`config.mk`:
```
export PLATFORM = sky130hd
export DESIGN_NAME = prog_mem_arbiter
export DESIGN_NICKNAME = d
export VERILOG_FILES = /design/src/rtl/prog_mem_pkg.sv /design/src/rtl/rr_picker.sv /design/src/rtl/prog_mem_arbiter.sv
export SDC_FILE = /design/constraint.sdc
export NUM_CORES = 1
export LEC_CHECK = 0
export CAP_MARGIN = 20
export CORE_ASPECT_RATIO = 1.25
export CORE_MARGIN = 1.5
export CORE_UTILIZATION = 45
export CTS_BUF_LIST = sky130_fd_sc_hd__clkbuf_2 sky130_fd_sc_hd__clkbuf_4 sky130_fd_sc_hd__clkbuf_8
export DETAILED_ROUTE_END_ITERATION = 8
export PLACE_DENSITY = 0.81
export SLEW_MARGIN = 20
export SYNTH_ARGS = -nofsm -noshare
export SYNTH_HDL_FRONTEND = slang
export SYNTH_SLANG_ARGS = --single-unit
export TNS_END_PERCENT = 30
```
`constraint.sdc`:
```
create_clock -name clk -period 2 [get_ports clk]
set_clock_uncertainty 0.05 [all_clocks]
set_input_delay 0.4 -clock clk [delete_from_list [all_inputs] [get_ports clk]]
set_output_delay 0.4 -clock clk [all_outputs]
set_load 0.01 [all_outputs]
```
`src/rtl/prog_mem_pkg.sv`:
```
// Shared types and default widths for the program-memory path (arbiter and I-cache).
package prog_mem_pkg;

  localparam int unsigned PROG_ADDR_BITS = 8;
  localparam int unsigned PROG_DATA_BITS = 16;

  typedef enum logic [1:0] {
    IDLE = 2'd0,
    WAIT = 2'd1,
    RESP = 2'd2
  } arb_state_t;

endpackage

```
`src/rtl/rr_picker.sv`:
```
// Combinational round-robin picker: first set request strictly after 'last', with wrap.
module rr_picker #(
  parameter int unsigned NUM_REQ  = 4,
  parameter int unsigned IDX_BITS = (NUM_REQ > 1) ? $clog2(NUM_REQ) : 1
) (
  input  logic [NUM_REQ-1:0]  req,
  input  logic [IDX_BITS-1:0] last,
  output logic                found_c,
  output logic [IDX_BITS-1:0] grant_c
);

  int unsigned idx;

  // Scan last+1 .. last+NUM_REQ so 'last' itself has lowest priority.
  always_comb begin
    found_c = 1'b0;
    grant_c = '0;
    idx     = 0;
    for (int unsigned k = 1; k <= NUM_REQ; k++) begin
      idx = (32'(last) + k) % NUM_REQ;
      if (!found_c && req[IDX_BITS'(idx)]) begin
        found_c = 1'b1;
        grant_c = IDX_BITS'(idx);
      end
    end
  end

endmodule

```
`src/rtl/prog_mem_arbiter.sv`:
```
// Round-robin arbiter funnelling per-core I-cache miss reads onto one program-memory port.
module prog_mem_arbiter
  import prog_mem_pkg::*;
#(
  parameter int unsigned ADDR_BITS     = PROG_ADDR_BITS,
  parameter int unsigned DATA_BITS     = PROG_DATA_BITS,
  parameter int unsigned NUM_CONSUMERS = 4
) (
  input  logic                               clk,
  input  logic                               reset,
  input  logic [NUM_CONSUMERS-1:0]           consumer_read_valid,
  input  logic [NUM_CONSUMERS*ADDR_BITS-1:0] consumer_read_address,
  output logic [NUM_CONSUMERS-1:0]           consumer_read_ready,
  output logic [NUM_CONSUMERS*DATA_BITS-1:0] consumer_read_data,
  output logic                               mem_read_valid,
  output logic [ADDR_BITS-1:0]               mem_read_address,
  input  logic                               mem_read_ready,
  input  logic [DATA_BITS-1:0]               mem_read_data
);

  localparam int unsigned IDX_BITS = $clog2(NUM_CONSUMERS);

  arb_state_t           state;
  logic [IDX_BITS-1:0]  grant;
  logic [IDX_BITS-1:0]  rr_last;
  logic                 pick_found_c;
  logic [IDX_BITS-1:0]  pick_grant_c;
  logic [ADDR_BITS-1:0] pick_addr_c;

  rr_picker #(
    .NUM_REQ  (NUM_CONSUMERS),
    .IDX_BITS (IDX_BITS)
  ) u_picker (
    .req     (consumer_read_valid),
    .last    (rr_last),
    .found_c (pick_found_c),
    .grant_c (pick_grant_c)
  );

  // Address of the channel the picker would grant this cycle.
  always_comb begin
    pick_addr_c = '0;
    for (int unsigned i = 0; i < NUM_CONSUMERS; i++) begin
      if (pick_grant_c == IDX_BITS'(i)) begin
        pick_addr_c = consumer_read_address[i*ADDR_BITS +: ADDR_BITS];
      end
    end
  end

  always_ff @(posedge clk or negedge reset) begin
    if (!reset) begin
      state               <= IDLE;
      grant               <= '0;
      rr_last             <= IDX_BITS'(NUM_CONSUMERS - 1);
      mem_read_valid      <= 1'b0;
      mem_read_address    <= '0;
      consumer_read_ready <= '0;
      consumer_read_data  <= '0;
    end else begin
      consumer_read_ready <= '0;
      case (state)
        IDLE: begin
          if (pick_found_c) begin
            grant            <= pick_grant_c;
            rr_last          <= pick_grant_c;
            mem_read_address <= pick_addr_c;
            mem_read_valid   <= 1'b1;
            state            <= WAIT;
          end
        end
        WAIT: begin
          // Completes even if the requester dropped valid meanwhile.
          if (mem_read_ready) begin
            for (int unsigned i = 0; i < NUM_CONSUMERS; i++) begin
              if (grant == IDX_BITS'(i)) begin
                consumer_read_data[i*DATA_BITS +: DATA_BITS] <= mem_read_data;
                consumer_read_ready[i]                       <= 1'b1;
              end
            end
            mem_read_valid <= 1'b0;
            state          <= RESP;
          end
        end
        RESP: begin
          // Bubble lets the served consumer retire its valid before re-arbitration.
          state <= IDLE;
        end
        default: begin
          state <= IDLE;
        end
      endcase
    end
  end

endmodule
```
==> impl_results.md <==
- Status: completed
- CP endpoint: mem_read_address[5]
- Post-Route WL: between 8000 and 9000 microns
- Initial antenna violation count: 0
- DIE AREA: approximately 0.008 sq mm
- RSZ-0062 raised after global routing: false
- Share of layout cells above drive strength 1: a little over a fifth
- Largest net degree at the start of global routing: 39
- Max-cap viol count: 0
- F_max: 567.4 MHz
- Crit path time final: 1.762 ns
- Endpoint type of the worst setup path: flip-flop
- Port-buffer cells: between 100 and 150
- Worst Reg2Reg Path Length in Cells: 5
- Slew HR: 73.38%
- Root Buffer: clkbuf_8
- Final count of negative-setup-slack endpoints: 0
- Layout area overhead: 53.94%
- Worst setup path category: flip-flop to flip-flop
- Cells after Synth: 258
- H-Tree Depth: 3
- TritonCTS clock tree: done
- Number of global-route vias before repair: approximately 2500
- Async set or reset register ratio after synthesis: between 90% and 100%
- Initial Util: 46.28%
- Design area: around 0.0052 sq mm
- Post-synth EDFFs: 0
- R2R Path Start: rr_last[1]
- Slew @ Worst Pin: 0.3963 ns
- Die Span X: approximately 80 microns
- P_leak: 0.002343 uW
- Nets@finish: about 460
- DRC Markers: 0
- DIE HEIGHT: between 90 and 100 microns
- Total GRT Usage: a little over a fifth
- Vias per inst: approximately 5.0
- Final Max Tran Viols: 0
- Post-placement cell count: 488
- Max Root-Sink Buffers: 2
- Total number of vias: about 2500
- WL per Instance: ~16 microns
- First-pass detailed-route iteration total: 4
- Detail Placement HPWL: about 5900 microns
- Syn. warnings: 0
- Clock latency on the worst-skew pair: between 0.3 and 0.4 ns
- Worst r2r dst: mem_read_address[5]
- Placer Congestion: about 0.79
- Worst-path maximum fanout: 8
- Pwr/cell area: 1490 mW/mm^2
- Yosys reg bits: between 80 and 90
- Startpoint types: flip-flop
- I/O pins: around 130
- Grt ovf: 0
- Iter 0 DRT Violations: 82
- Final period utilization: a little under 90%
- Most used DFF post-synth: dfrtp_1
- R2R Setup Slk: about 0.24 ns
- Num CTS Buffers: 9
- Wire length of the first global-routing pass: 12920 microns
- Worst Setup SP: rr_last[1]
- Final Hold Viols: 0
- Sequential area share after synthesis: roughly three fifths
- Core box area: between 0.007 and 0.008 sq mm
- Layout Utilization: 71.24%
- Syn nets: roughly 310
- Synth Cell Area: 0.003384 sq mm
- Required @ worst endpoint: 2.16 ns
- Fin cells: just over 500
- Hold crit path type: flip-flop to flip-flop
- Clk slew on worst S/H paths: approximately 0.08 ns
- Clock Sink Count: just over 80
- Peak VDD IR: just over 0.9 mV
- Overall power: a little under 8000 uW
- Data arrival, critical path: 1.92 ns
- Post-route ant nets: 0
- Avg Inst Size Synth: roughly 13 sq um
- DP Area: 0.004952 sq mm
- Library cells used by synthesis: 38
- Rows: 35
- ANT cells: 0
## per-stage QoR
step           setup WS [ns]  hold slack (ns)  TNS, ns
6_report              0.2375           0.4257        0
2_1_floorplan         0.3586          0.05441        0
4_1_cts               0.2274           0.4322        0
5_1_grt              0.06182           0.4497        0
3_3_place_gp        -0.07111           0.2870   -1.186
3_5_place_dp         -0.1083           0.2917   -2.142
## report_power, final
part | switching [uW] | internal (uW) | total, uW
logic | 1330 | 2110 | 3440
registers | 469 | 2470 | 2940
clock network | 566 | 822 | 1390
## repair_timing
action | in CTS | in global routing
gates resized for setup | 0 | 1
hold endpoints to repair | 26 | 0
hold buffers | 1 | 0
setup endpoints to repair | 0 | 1
buffers inserted | 0 | 0
## per-layer routing
metal | up-vias | global-route usage (%) | routed length [microns]
li1 | 1190 | - | -
met1 | 1264 | 26.56 | 3415
met2 | 70 | 36.39 | 4210
met3 | 11 | 4.364 | 444
met4 | 0 | 9.947 | 147
met5 | - | 0 | 0
## flip-flops by register name, indices dropped and copies added, names as in the netlist
signal	cells
rr_last	2
grant	2
consumer_read_ready	4
state	2
mem_read_address	8
mem_read_valid	1
consumer_read_data	64
## kinds of logic after synthesis
group	share of synthesized area, %
buffers and inverters	2.551
multiplexers	21.00
flip-flops	61.44
AO/OA/AOI/OAI	4.511
AND/OR/NAND/NOR	10.50
## worst min path at each step
stage,slack [ns],start,depth (start not counted),to
6_report,0.43,consumer_read_data[54],2,consumer_read_data[54]
5_1_grt,0.45,consumer_read_data[52],2,consumer_read_data[52]
4_1_cts,0.43,consumer_read_data[54],2,consumer_read_data[54]
3_5_place_dp,0.29,reset,1,consumer_read_ready[0]
3_3_place_gp,0.29,reset,1,consumer_read_ready[0]
2_1_floorplan,0.05,reset,0,consumer_read_data[0]
## synthesized netlist by cell type (2+ instances only)
cell type   n  area, sq um
nor2b_1     2        12.51
nand2b_1    2        12.51
inv_1       5        18.77
mux2_2     45        506.7
dfrtp_1    81         2027
buf_2       2        10.01
mux2i_1    17        170.2
a21oi_1     2        10.01
dfstp_2     2        52.55
o221ai_1    8        70.07
mux2_1      3        33.78
nor2_1      2        7.510
nand2_1    60        225.2
clkbuf_1    3        11.26
## cells in the final DEF, fill, tap and decap left out, drive strengths merged
cell	netlist	final
nand3b	1	1
a31oi	1	1
clkinv	1	2
clkdlybuf4s50	0	130
o221ai	8	8
buf	6	17
or3	1	1
o22ai	1	1
dfrtp	81	81
nor2	3	3
clkbuf	3	13
nand3	1	1
inv	5	5
a21boi	1	1
nand2b	3	3
mux2	48	48
a211oi	1	1
nor4	1	1
a21o	2	2
o21ai	1	1
and2	1	1
bufinv	0	2
nor2b	2	2
nand2	61	61
o21a	1	1
mux2i	17	17
dfstp	2	2
dlygate4sd3	0	1
nor3	2	2
a21oi	3	3
## area by class of cell
cell class                      count  area (sq um)
Clock buffer                       13         172.7
Clock inverter                      3         68.82
Fill cell                         520          2103
Inverter                            6         22.52
Multi-Input combinational cell    160          1225
Sequential cell                    83          2079
Tap cell                           92         115.1
Timing Repair Buffer              148          1526
## worst max-delay path: stages (launching register included)
cell      delay, ns
dfstp_2        0.60
mux2i_1        0.20
o22ai_1        0.10
a21oi_1        0.18
nand2b_1       0.32
o221ai_1       0.18
(Power assumes the default switching activity.)
==> patch 1, RTL diff (same settings) <==
Re-encode `arb_state_t` (3 states) as one-hot, 3 bits wide.
--- a/src/rtl/prog_mem_pkg.sv
+++ b/src/rtl/prog_mem_pkg.sv
@@ -5,8 +5,8 @@
   localparam int unsigned PROG_DATA_BITS = 16;
 
-  typedef enum logic [1:0] {
-    IDLE = 2'd0,
-    WAIT = 2'd1,
-    RESP = 2'd2
+  typedef enum logic [2:0] {
+    IDLE = 3'b001,
+    WAIT = 3'b010,
+    RESP = 3'b100
   } arb_state_t;
 
Function: no difference found for any inputs over 4 cycles, from zero or initial values and one cycle with reset low; so few cycles prove little.
==> patch 1 against the unedited design <==
  * Synthesized cell count decreased by 8.1%
  * Core utilization about the same
  * Area after synthesis increased by 3.5%
  * Via count increased by 2.4%
  * Cell area increased by 1.8%
  * Critical path depth increased by 1
  * Final cell count decreased by 2.8%
  * Sequential power increased by 3%
  * Sequential cell count increased by 1
  * Total power increased by 1.5%
  * Routed wire length increased by 2.4%
  * Setup slack got worse by 120 ps
  * First-iteration DRC count decreased by 16%
  * Critical path type is now primary input to register
  * Largest cell class unchanged
==> patch 1: results (changes against the unedited design) <==
{| class="wikitable"
! Metric !! Value
|-
| Crit Reg-Reg Endpoint || mem_read_address[2]
|-
| Leading cell types by count after synthesis || sky130_fd_sc_hd__dfrtp_1 (81), sky130_fd_sc_hd__mux2_2 (55), sky130_fd_sc_hd__mux2_4 (9), sky130_fd_sc_hd__mux2i_1 (9)
|-
| Smallest setup slack after layout || 120 ps (-118 ps)
|-
| Count of inserted antenna diode cells || 0 (unchanged)
|-
| Leakage component of the power || 2.33 nW (-0.62%)
|-
| Max Buffers Root-to-Sink || 2 (unchanged)
|-
| Signal arrival time at the worst endpoint || 2080 ps (+160 ps)
|-
| Outcome || finished clean
|-
| Proportion of synthesized chip area in sequential cells || 60.1% (-1.4 points)
|-
| Count of port buffers added during placement || 131 (unchanged)
|-
| Registers with the highest flip-flop counts || consumer_read_data (64), mem_read_address (8), consumer_read_ready (4)
|-
| Reg-to-reg setup timing slack || 130 ps (-110 ps)
|-
| Initial antenna violation count || 0 (unchanged)
|-
| Hold path cells || 1 (-1)
|-
| Ranking of synthesized cells by area || sky130_fd_sc_hd__dfrtp_1 (58%), sky130_fd_sc_hd__mux2_2 (18%), sky130_fd_sc_hd__mux2_4 (3.9%)
|-
| GR Util All Layers || 21.7% (+0.085 points)
|-
| Logic depth of the worst register-to-register path || 6 (+1)
|-
| Final routed wirelength across all metal layers || 8.42 mm (+2.4%)
|-
| Clock-pin slew of the registers on the worst-case setup and hold paths || 80 ps (about the same)
|-
| Largest delay share family, worst path || simple AND/OR/NAND/NOR gates
|-
| Via count of the first global-routing pass || 2794 (+9.9%)
|-
| Type of the most critical hold path || register to register
|-
| Slowest stage cell on the critical path || sky130_fd_sc_hd__clkdlybuf4s50_1
|-
| Number of optimization iterations in the first detailed-route pass || 4 (unchanged)
|-
| Master cell of the clock root buffer || sky130_fd_sc_hd__clkbuf_8
|-
| Fraction of layout cells with a size suffix above 1 || 29.3% (+7.5 points)
|-
| Worst setup slack after placement || -352 ps (-244 ps)
|-
| Worst setup path startpoint || consumer_read_valid[3]
|-
| Iteration-0 DRC count of the detailed router || 69 (-16%)
|-
| Worst R2R Start || state[0]
|-
| IR Drop Worst-Case VDD || 0.729 mV (-21%)
|-
| HPWL after detailed placement || 6.46 mm (+9.8%)
|-
| Pin count of the biggest net entering global routing || 53 (+36%)
|-
| Tightest Pin Transition || 436 ps (+40.2 ps)
|-
| Number of distinct standard cells referenced by the synthesized netlist || 34 (-11%)
|-
| Routed vias || 2597 (+2.4%)
|-
| Post-Syn Nets || 292 (-6.7%)
|-
| Fin. Hold Viols || 0 (unchanged)
|-
| First-pass GRT wire length || 13.5 mm (+4.8%)
|-
| Final weighted congestion in routability-driven placement || 0.776 (-2.0%)
|-
| Clock latency on the worst-skew pair || 340 ps (about the same)
|-
| Max stage delay on crit path || 530 ps (-70 ps)
|-
| Fin nets || 449 (-3.0%)
|-
| Capturing element type of the critical path || register
|-
| Post-synth ARST share || 100% (unchanged)
|}
patch 1: what timing repair did:
action / in CTS / in global routing
pin swaps: 1 / 0
endpoints found under the setup margin: 6 / 8
setup buffers: 2 / 0
hold buffers: 1 / 0
endpoints found under the hold margin: 29 / 0
resized for setup: 1 / 2
cloned: 0 / 0
patch 1: logic make-up (layout without fill, tap and decap cells):
logic type	count (synthesis)	after routing	synth area share [%]
XOR/XNOR	1	1	0.250
multiplexers	73	73	24.1
AND/OR/NAND/NOR	34	34	6.93
AO/OA/AOI/OAI	30	30	6.39
flip-flops	84	84	60.1
buffers and inverters	15	177	2.25
patch 1: stage by stage:
| stage | instances | area [µm²] | hold slack, ps | power [W] |
|---|---|---|---|---|
| global route | 491 | 5300 | 481 | 0.00836 |
| CTS | 491 | 5300 | 461 | 0.00796 |
| finish | 491 | 5300 | 458 | 0.00788 |
| global placement | 472 | 5070 | 315 | 0.00654 |
| detailed placement | 472 | 5070 | 324 | 0.00671 |
| floorplan | 237 | 3500 | 54.4 | 0.00462 |
patch 1: final cells by class:
| class | instances | area [µm²] |
|---|---|---|
| inverter | 6 | 22.5 |
| clock inverter | 5 | 61.3 |
| timing repair buffer | 155 | 1530 |
| tap | 92 | 115 |
| sequential | 84 | 2110 |
| fill | 554 | 2140 |
| clock buffer | 11 | 139 |
| multi-input combinational | 138 | 1330 |
patch 1: worst min-delay path by stage:
stage / startpoint / end
2_1_floorplan: reset / consumer_read_data[0]
3_3_place_gp: reset / consumer_read_data[10]
3_5_place_dp: reset / consumer_read_data[26]
4_1_cts: consumer_read_data[28] / consumer_read_data[28]
5_1_grt: consumer_read_data[1] / consumer_read_data[1]
6_report: consumer_read_data[34] / consumer_read_data[34]
patch 1: worst register-to-register path, stage by stage, from the launching register on:
cell and delay (ps):
sky130_fd_sc_hd__dfstp_2 560, sky130_fd_sc_hd__nor3b_1 280, sky130_fd_sc_hd__buf_4 180, sky130_fd_sc_hd__nand2b_1 100, sky130_fd_sc_hd__nor4_4 300, sky130_fd_sc_hd__buf_4 200
sky130_fd_sc_hd__a211oi_1 80
patch 1: per-layer routing:
metal  GRT usage (%)  vias to the layer above  wire [µm]  part of all wire, %
met2            37.6                      124       4400                   52
met3            5.50                       18        611                  7.3
met1            25.1                     1277       3230                   38
li1                -                     1178          -                    -
met4            9.26                        0        171                  2.0
met5               0                        -          0                    0
patch 1: power breakdown:
group / switching [W] / internal, W / leakage, nW / total, W
clock: 0.000599 / 0.000609 / 0.0930 / 0.00121
combinational: 0.00137 / 0.00227 / 1.20 / 0.00364
sequential: 0.000521 / 0.00252 / 1.04 / 0.00304
total: 0.00249 / 0.00539 / 2.33 / 0.00788
==> patch 2, RTL diff (same settings) <==
Without the edit above. Set the package constant `PROG_ADDR_BITS` to 7 (it was 8).
--- a/src/rtl/prog_mem_pkg.sv
+++ b/src/rtl/prog_mem_pkg.sv
@@ -2,5 +2,5 @@
 package prog_mem_pkg;
 
-  localparam int unsigned PROG_ADDR_BITS = 8;
+  localparam int unsigned PROG_ADDR_BITS = 7;
   localparam int unsigned PROG_DATA_BITS = 16;
 
Interface: changed (resized consumer_read_address and mem_read_address); port bits go from 132 to 127. No check against the original RTL was run, so the function may have changed too.
==> patch 2 against the unedited design <==
  * First-iteration DRC count increased by 26%
  * Combinational power is 4% lower
  * Area after synthesis is 1.6% lower
  * Setup slack worse by 130 ps
  * Sequential cell count decreased by 1
  * Cell area is 3.8% lower
  * Routed wire length fell by 1.2%
  * Total power decreased by 3.3%
==> patch 2: results (changes against the unedited design) <==
{| class="wikitable"
! Metric !! Value
|-
| GR Util All Layers || 21.0% (-0.66 points)
|-
| Worst setup slack after placement || -238 ps (-130 ps)
|-
| Leading cell types by count after synthesis || sky130_fd_sc_hd__dfrtp_1 (80), sky130_fd_sc_hd__nand2_1 (58), sky130_fd_sc_hd__mux2_2 (46)
|-
| Number of optimization iterations in the first detailed-route pass || 4 (unchanged)
|-
| Routed wl met3 || 631 µm (+42%)
|-
| Logic depth of the worst register-to-register path || 4 (-1)
|-
| Reg-to-reg setup timing slack || 120 ps (-120 ps)
|-
| Crit Reg-Reg Endpoint || mem_read_address[4]
|-
| Maximum fanout encountered on the critical timing path || 15 (+7)
|-
| Final weighted congestion in routability-driven placement || 0.757 (-4.3%)
|-
| First-pass GRT wire length || 12.6 mm (-2.9%)
|-
| Registers with the highest flip-flop counts || consumer_read_data (64), mem_read_address (7), consumer_read_ready (4)
|-
| Total routed wire length on the met1 layer || 3.38 mm (-1.0%)
|-
| Wire per inst || 16.6 µm (+1.8%)
|-
| Type of the most critical hold path || primary input to asynchronous set/reset pin
|-
| Max-slew headroom at the worst pin || 57.4% (-16 points)
|-
| Outcome || finished clean
|-
| HPWL after detailed placement || 6.04 mm (+2.7%)
|-
| Leakage component of the power || 2.26 nW (-3.6%)
|-
| Routed vias || 2455 (-3.2%)
|-
| Number of distinct standard cells referenced by the synthesized netlist || 39 (+2.6%)
|-
| Count of port buffers added during placement || 126 (-3.8%)
|-
| Fraction of layout cells with a size suffix above 1 || 22.5% (+0.71 points)
|-
| Pin count of the biggest net entering global routing || 42 (+7.7%)
|-
| Post-Syn Nets || 303 (-3.2%)
|-
| IR Drop Worst-Case VDD || 0.901 mV (-3.0%)
|-
| Routed wl met2 || 4.07 mm (-3.4%)
|-
| Proportion of synthesized chip area in sequential cells || 61.7% (+0.26 points)
|-
| Signal arrival time at the worst endpoint || 2060 ps (+140 ps)
|-
| Cell Area, Placed || 4780 µm² (-3.5%)
|-
| Iteration-0 DRC count of the detailed router || 103 (+26%)
|-
| Ranking of synthesized cells by area || sky130_fd_sc_hd__dfrtp_1 (60%), sky130_fd_sc_hd__mux2_2 (16%), sky130_fd_sc_hd__nand2_1 (6.5%)
|-
| Max Buffers Root-to-Sink || 2 (unchanged)
|-
| Worst R2R Start || rr_last[1]
|-
| Fin nets || 446 (-3.7%)
|}
## patch 2: cells by family after synthesis
logic type,Yosys count,synth area share (%)
compound gates,18,4.32
buf+inv,14,2.37
flops,82,61.7
mux,63,20.7
simple gates,75,10.9
## patch 2: metal layers
layer	GRT usage, %	up-vias
met5	0	-
met4	4.77	0
met3	6.61	5
met2	35.4	95
met1	26.2	1197
li1	-	1158
## patch 2: worst max-delay path, cell delays in order
cell,delay [ps]
sky130_fd_sc_hd__clkdlybuf4s50_1,550
sky130_fd_sc_hd__a31oi_1,150
sky130_fd_sc_hd__a21oi_4,540
sky130_fd_sc_hd__mux2i_1,270
sky130_fd_sc_hd__o221ai_1,140
## patch 2: final cells by class
type / count / area (µm²)
multi-input combinational: 156 / 1200
timing repair buffer: 140 / 1400
fill: 518 / 2050
sequential: 82 / 2050
inverter: 6 / 22.5
clock buffer: 9 / 124
clock inverter: 7 / 98.8
tap: 90 / 113
## patch 2: worst max path at each step
stage / start / to / slack [ps] / depth (start not counted)
detailed placement: consumer_read_valid[1] / mem_read_address[0] / -240 / 6
CTS: rr_last[1] / mem_read_address[4] / 120 / 4
global placement: consumer_read_valid[1] / mem_read_address[6] / -130 / 6
global route: consumer_read_valid[1] / mem_read_address[2] / 10 / 6
floorplan: rr_last[1] / mem_read_address[0] / 420 / 5
finish: consumer_read_valid[3] / mem_read_address[4] / 110 / 5
## patch 2: report_power, final
group          internal (W)  switching [W]
Clock              0.000714       0.000605
Sequential          0.00244       0.000455
Combinational       0.00201        0.00129
## patch 2: per-stage QoR
stage               TNS [ps]  hold slack, ps  instances
floorplan                  0            54.4        252
CTS                        0             402        490
finish                     0             410        490
global placement       -1950             225        473
detailed placement     -3270             224        473
global route               0             410        490
